[src/rtl/hazard_ctrl.sv]
// Pipeline hazard controller: load-use stall, branch redirect, memory freeze and a busy watchdog.
// Optional performance counters are built only when PERF_CNT_EN is defined.
module hazard_ctrl #(
  parameter int unsigned MEM_TIMEOUT = 255
) (
  input  logic        clk,
  input  logic        rst,
  input  logic [4:0]  id_rs1,
  input  logic [4:0]  id_rs2,
  input  logic        id_rs1_used,
  input  logic        id_rs2_used,
  input  logic [4:0]  ex_rd,
  input  logic        ex_is_load,
  input  logic        ex_redirect,
  input  logic        mem_busy,
  output logic        data_hazard,
  output logic        control_hazard,
  output logic        if_id_stall,
  output logic        if_id_flush,
  output logic        id_ex_flush,
  output logic        pipe_freeze,
  output logic [1:0]  state,
  output logic        mem_timeout,
  output logic [31:0] stall_cycles,
  output logic [31:0] flush_events
);

  typedef enum logic [1:0] {
    RUN      = 2'd0,
    LD_STALL = 2'd1,
    REDIRECT = 2'd2,
    MEM_WAIT = 2'd3
  } state_e;

  localparam logic [15:0] TIMEOUT_LIM = 16'(MEM_TIMEOUT);

  state_e      state_q, state_d, cur_state;
  logic [15:0] wd_cnt_q, wd_cnt_d;
  logic        mem_timeout_q, mem_timeout_d;
  logic        load_use;
  logic        load_use_allowed;

  // While reset is held the outputs behave as if the FSM were already in RUN.
  assign cur_state = rst ? RUN : state_q;

  assign load_use = ex_is_load && (ex_rd != 5'd0) &&
                    ((id_rs1_used && (id_rs1 == ex_rd)) ||
                     (id_rs2_used && (id_rs2 == ex_rd)));

  assign load_use_allowed = (cur_state == RUN) || (cur_state == MEM_WAIT);

  always_comb begin
    state_d        = RUN;
    data_hazard    = 1'b0;
    control_hazard = 1'b0;
    if_id_stall    = 1'b0;
    if_id_flush    = 1'b0;
    id_ex_flush    = 1'b0;
    pipe_freeze    = 1'b0;
    if (mem_busy) begin
      pipe_freeze = 1'b1;
      data_hazard = 1'b1;
      if_id_stall = 1'b1;
      state_d     = MEM_WAIT;
    end else if (ex_redirect) begin
      control_hazard = 1'b1;
      if_id_flush    = 1'b1;
      id_ex_flush    = 1'b1;
      state_d        = REDIRECT;
    end else if (load_use && load_use_allowed) begin
      data_hazard = 1'b1;
      if_id_stall = 1'b1;
      id_ex_flush = 1'b1;
      state_d     = LD_STALL;
    end
  end

  // Watchdog counts consecutive busy cycles and saturates rather than wrapping.
  always_comb begin
    wd_cnt_d = wd_cnt_q;
    if (!mem_busy) begin
      wd_cnt_d = 16'd0;
    end else if (wd_cnt_q != 16'hFFFF) begin
      wd_cnt_d = wd_cnt_q + 16'd1;
    end
    mem_timeout_d = mem_timeout_q || (mem_busy && (wd_cnt_d == TIMEOUT_LIM));
  end

  always_ff @(posedge clk) begin
    if (rst) begin
      state_q       <= RUN;
      wd_cnt_q      <= 16'd0;
      mem_timeout_q <= 1'b0;
    end else begin
      state_q       <= state_d;
      wd_cnt_q      <= wd_cnt_d;
      mem_timeout_q <= mem_timeout_d;
    end
  end

  assign state       = state_q;
  assign mem_timeout = mem_timeout_q;

`ifdef PERF_CNT_EN
  logic [31:0] stall_cycles_q, stall_cycles_d;
  logic [31:0] flush_events_q, flush_events_d;

  always_comb begin
    stall_cycles_d = stall_cycles_q + {31'd0, data_hazard};
    flush_events_d = flush_events_q + {31'd0, control_hazard};
  end

  always_ff @(posedge clk) begin
    if (rst) begin
      stall_cycles_q <= 32'd0;
      flush_events_q <= 32'd0;
    end else begin
      stall_cycles_q <= stall_cycles_d;
      flush_events_q <= flush_events_d;
    end
  end

  assign stall_cycles = stall_cycles_q;
  assign flush_events = flush_events_q;
`else
  assign stall_cycles = 32'd0;
  assign flush_events = 32'd0;
`endif

endmodule

[config.mk]
export PLATFORM = sky130hd
export DESIGN_NAME = hazard_ctrl
export DESIGN_NICKNAME = d
export VERILOG_FILES = /design/src/rtl/hazard_ctrl.sv
export SDC_FILE = /design/constraint.sdc
export NUM_CORES = 1
export LEC_CHECK = 0
export BUFFER_PORTS_ARGS = -buffer_cell sky130_fd_sc_hd__buf_2
export CORE_MARGIN = 2
export CORE_UTILIZATION = 44
export DETAILED_ROUTE_END_ITERATION = 6
export PLACE_DENSITY_LB_ADDON = 0.12
export REMOVE_ABC_BUFFERS = 1
export SLEW_MARGIN = 20
export SYNTH_ARGS = -nofsm -noshare
export SYNTH_HDL_FRONTEND = slang
export SYNTH_SLANG_ARGS = --single-unit
[constraint.sdc]
create_clock -name clk -period 1.9 [get_ports clk]
set_input_delay 0.38 -clock clk [delete_from_list [all_inputs] [get_ports clk]]
set_output_delay 0.38 -clock clk [all_outputs]
set_load 0.03 [all_outputs]
======== Word level (Yosys, flattened, before mapping) ========
Index checks and enable logic that the tools add are counted.
storage, ports and cells
  output and inout port bits .............. 73
  logic and storage cells ................. 34
  flip-flop bits (word level) ............. 19
cells by class
  reduce and logical (&&, ||, !) cells .... 11
  muxes and demuxes ....................... 14
  add/sub/neg operators ................... 1
  equality and inequality tests ........... 5
operators by type and width
  operator                 number
  $mux W16                 2
  $add A16 B1 Y16 const B  1
  $eq A16 B8 Y1 const B    1
  $ne A16 B16 Y1 const B   1
  $eq A5 B5 Y1             2
  $mux W1                  9
  $logic_and A1 B1 Y1      6
  $mux W2                  3
  $reduce_bool A5 Y1       1
  $logic_or A1 B1 Y1       3
  $eq A2 B2 Y1 const B     1
  $logic_not A2 Y1         1

======== Logic depth before layout (Yosys ltp) ========
  depth after elaboration ................. 8
  gate-level depth with buffers ........... 8
  mapped depth without buffers ............ 7

======== Worst setup path after synthesis ========
OpenSTA, ideal clock, no wires.
  path type ............................... input to output
  from .................................... input ex_rd[4]
  to ...................................... output if_id_stall
  setup slack ............................. -342 ps
  data arrival time ....................... 1,862 ps
  cell stages on the path ................. 6
  required time ........................... 1,520 ps
  cells stage by stage .................... xor2_1 > nor4_1 > nand3_1 > a21o_1 > o21bai_1 > buf_4
between the ends
  longest elaborated chain between the ends .. 8
  elaborated cells on any way between the ends .. 12
  classes of those cells .................. 2 x eq/ne; 3 x mux; 7 x reduce/logical
ends and longest elaborated chain
  element                                 RTL line  source
  from (decl)                             12        input logic [4:0] ex_rd,
  $eq A5 B5 Y1 (on tied branches)         47, 48
  $logic_and A1 B1 Y1 (on tied branches)  47, 48
  $logic_or A1 B1 Y1                      47        ((id_rs1_used && (id_rs1 == ex_rd)) ||
  $logic_and A1 B1 Y1 (*)                 46        assign load_use = ex_is_load && (ex_rd != 5'd0) &&
  $logic_and A1 B1 Y1 (*)                 70        end else if (load_use && load_use_allowed) begin
  $mux W1 (*) (3 in series)               n/a
  to (decl)                               18        output logic if_id_stall,
Every way passes the cells marked *; elsewhere a longest branch is shown, timed or not.

======== Final worst setup path ========
  from .................................... input id_rs2[3]
  to ...................................... output data_hazard
between the ends
  longest elaborated chain between the ends .. 8
ends and longest elaborated chain
  element              RTL line  source
  from (decl)          9         input logic [4:0] id_rs2,
  $eq A5 B5 Y1         48        (id_rs2_used && (id_rs2 == ex_rd)));
  $logic_and A1 B1 Y1  48
  $logic_or A1 B1 Y1   47
  $logic_and A1 B1 Y1  46
  $logic_and A1 B1 Y1  70
  $mux W1              70
  $mux W1              65        end else if (ex_redirect) begin
  $mux W1              60        if (mem_busy) begin
  to (decl)            16        output logic data_hazard,
No other way between the ends.

==> results.cfg <==
[finish]
n_antenna_cell = 0
ff_latch_area_um2 = 384
design_area_mm2 = 0.00188
area_growth_pct = 13.3
finish.net_count = 274
multiInputGateArea_mm2 = 0.00104
fill_cells = 371
final_layout_size_suffix_gt1_share_pct = 28.0

[timing]
finalWorstSetupSlack_ps = -88.3
rsz0062_at_grt = yes
fin_crit_sh_pct = 105
drv_slew = 0
fin_crit_ps = 1990
hold_viol = 0
fmax_mhz = 503
setup_viol = 3
finClkSkew_ps = 8.43

[power_and_ir_drop]
ir_worst_vdd_v = 0.000383
switching_share_pct = 37.9
power_uw = 986
p_leak_uw = 0.000864
p_sw_uw = 373
pwr_density_cell_mw_per_mm2 = 524
combPwrFrac_pct = 29.5
p_seq_share_pct = 41.3
intPower_uw = 613
clkPwrFrac_pct = 29.2

[routing]
dr_wl_met2_um = 1650
via_per_inst = 4.61
num_vias = 1374
drt-total-wl_um = 3350
first_iter_violations = 31
wl_met1_um = 1400
avgRoutedWirePerCell_um = 11.2
dr.pass1.iters = 4
drc_errors = 0
antenna_left = 0
highest_layer = met4
wl_met3_um = 281

[job]
cap_violations = 0

[synth]
synth.most_common_cell = buf_4
yosys.area_share.xor_xnor_pct = 8.96
synth.distinct_cells = 42
synthMuxAreaShare_pct = 1.20
async_flop_share_pct = 0
yosys-top-cells-area = buf_4, dfxtp_1, xor2_1
ys_seq_area_share_pct = 22.9
yosysTopAreaCell = buf_4
ys_warn_count = 0
synth_edf_count = 0
synthCells = 205
synthDominantCellAreaShare_pct = 30.7
netlist_area_mm2 = 0.00166
yosys.area_share.simple_pct = 22.7
avgSynthCellArea_um2 = 8.11
synth_top_family_by_area = buffers and inverters
synth_compound_area_share_pct = 11.2
synth-seq-cells = 19
synth_adder_area_share_pct = 0.753
synthFlopType = dfxtp_1
yosys-top-cells-count = buf_4, dfxtp_1, nor2_1

[clocking]
clkSinkCount = 19
clock-root-buffer = clkbuf_8
cts_tree = done
clkTransAtPathRegs_ps = 70
cts_buffer_depth = 2
htree_levels = 1
cts_buffers = 3
hold_buffers = 0
clk-insertion-delay-late_ps = 260

[worst_hold_path]
hold_class = in2reg
min_from = ex_redirect

[outcome]
violations = negative setup slack
outcome = complete, but fails checks

[grt]
grt_use_total_pct = 14.6
antenna_found_initial = 0
gr-total-overflow = 0
first_global_vias = 1118
grt_max_degree = 12
grt_pass1_wl_um = 4930

[die]
num_rows = 22
die_w_um = 65.5
start_util_pct = 45.7
io_pins = 95
core_mm2 = 0.00363
die_h_um = 65.5
dieArea_mm2 = 0.00428

[placement]
gp_congestion = 0.796
dp_hpwl_um = 2560
portBuffers = 30
place_area_mm2 = 0.00173

[worst_setup_path]
crit_path_end_kind = output pin
cp.arrival_ps = 1610
critical_path.cell_chain = buf_2 -> xor2_2 -> nor4_2 -> nand3_1 -> a21o_1 -> o21bai_1 -> buf_4
path_delay_family = simple AND/OR/NAND/NOR gates
crit_slowest_cell = nor4_2
start_kind = input port
timing_worst_setup_path_type = in2out
cp-startpoint = id_rs2[3]
r2r_start = wd_cnt_q[0]
worstPathMaxFanout = 3
slowest_delay_ps = 260
path_buf_inv = 2
required_ps = 1520
==> cell families (layout without fill, tap and decap cells) <==
family / count (synthesis) / in the layout
buf+inv: 74 / 56
simple gates: 63 / 63
compound gates: 28 / 28
flops: 19 / 19
xor+xnor: 17 / 17
mux: 2 / 2
fa+ha+maj: 1 / 1
other cells: 1 / 64
==> sequential cells by signal, summed over array words and instances (netlist names) <==
register     count
wd_cnt_q        16
state            2
mem_timeout      1
==> power groups by stage <==
stage          Clock [uW]  Combinational [uW]  Sequential [uW]
5_1_grt               317                 308              408
3_5_place_dp            0                 271              416
4_1_cts               301                 281              407
3_3_place_gp            0                 272              416
6_report              287                 291              407
2_1_floorplan           0                 211              421
==> worst min-delay path, stage by stage <==
cell and delay (ps):
buf_2 100, nor2_1 40, nor2_1 70
==> placed cells by master, fill, tap and decap left out, types with 5 or more instances in the layout <==
master   netlist  final
conb_1         1     64
buf_4         68     22
buf_2          0     19
nor2_1        17     17
dfxtp_1       19     16
xor2_1         9      8
xnor2_1        8      8
o21ai_0        7      7
buf_6          0      7
nand3_1        8      6
nand2_1        6      6
nor3_1         6      6
a31oi_1        5      5
==> layout make-up <==
type                    count  share of cell area [%]
clock buffers               4                    2.39
inverters                   4                   0.798
multi-input cells         175                    55.2
flip-flops and latches     19                    20.4
well taps                  48                    3.19
repair buffers             48                    18.0
==> path summary, 6_finish.rpt <==
kind	endpoint	cells past startpoint	slack [ps]
hold reg to reg	mem_timeout	2	470
hold / removal	state[1]	3	370
setup reg to reg	mem_timeout	7	110
setup / recovery	data_hazard	7	-90
==> per-layer routing <==
layer / vias to the layer above / track usage [%]
met5: - / 0
met4: 0 / 4.69
met3: 2 / 2.40
met2: 73 / 25.3
met1: 631 / 18.5
li1: 668 / -
==> through the flow <==
stage / setup slack (ps) / TNS (ps) / util, % / std cells / hold WS, ps
6_report: -88.3 / -218 / 51.8 / 298 / 369
3_5_place_dp: -135 / -346 / 47.5 / 294 / 463
5_1_grt: -160 / -416 / 51.8 / 298 / 392
4_1_cts: -119 / -277 / 49.8 / 298 / 365
3_3_place_gp: -115 / -292 / 47.5 / 294 / 461
2_1_floorplan: -431 / -1230 / - / 198 / 452
==> what timing repair did <==
action,in CTS,in global routing
pin swaps,9,11
endpoints found under the setup margin,3,4
setup buffers,0,0
resized for setup,10,15
No activity file was read; power rests on OpenSTA's default activity.
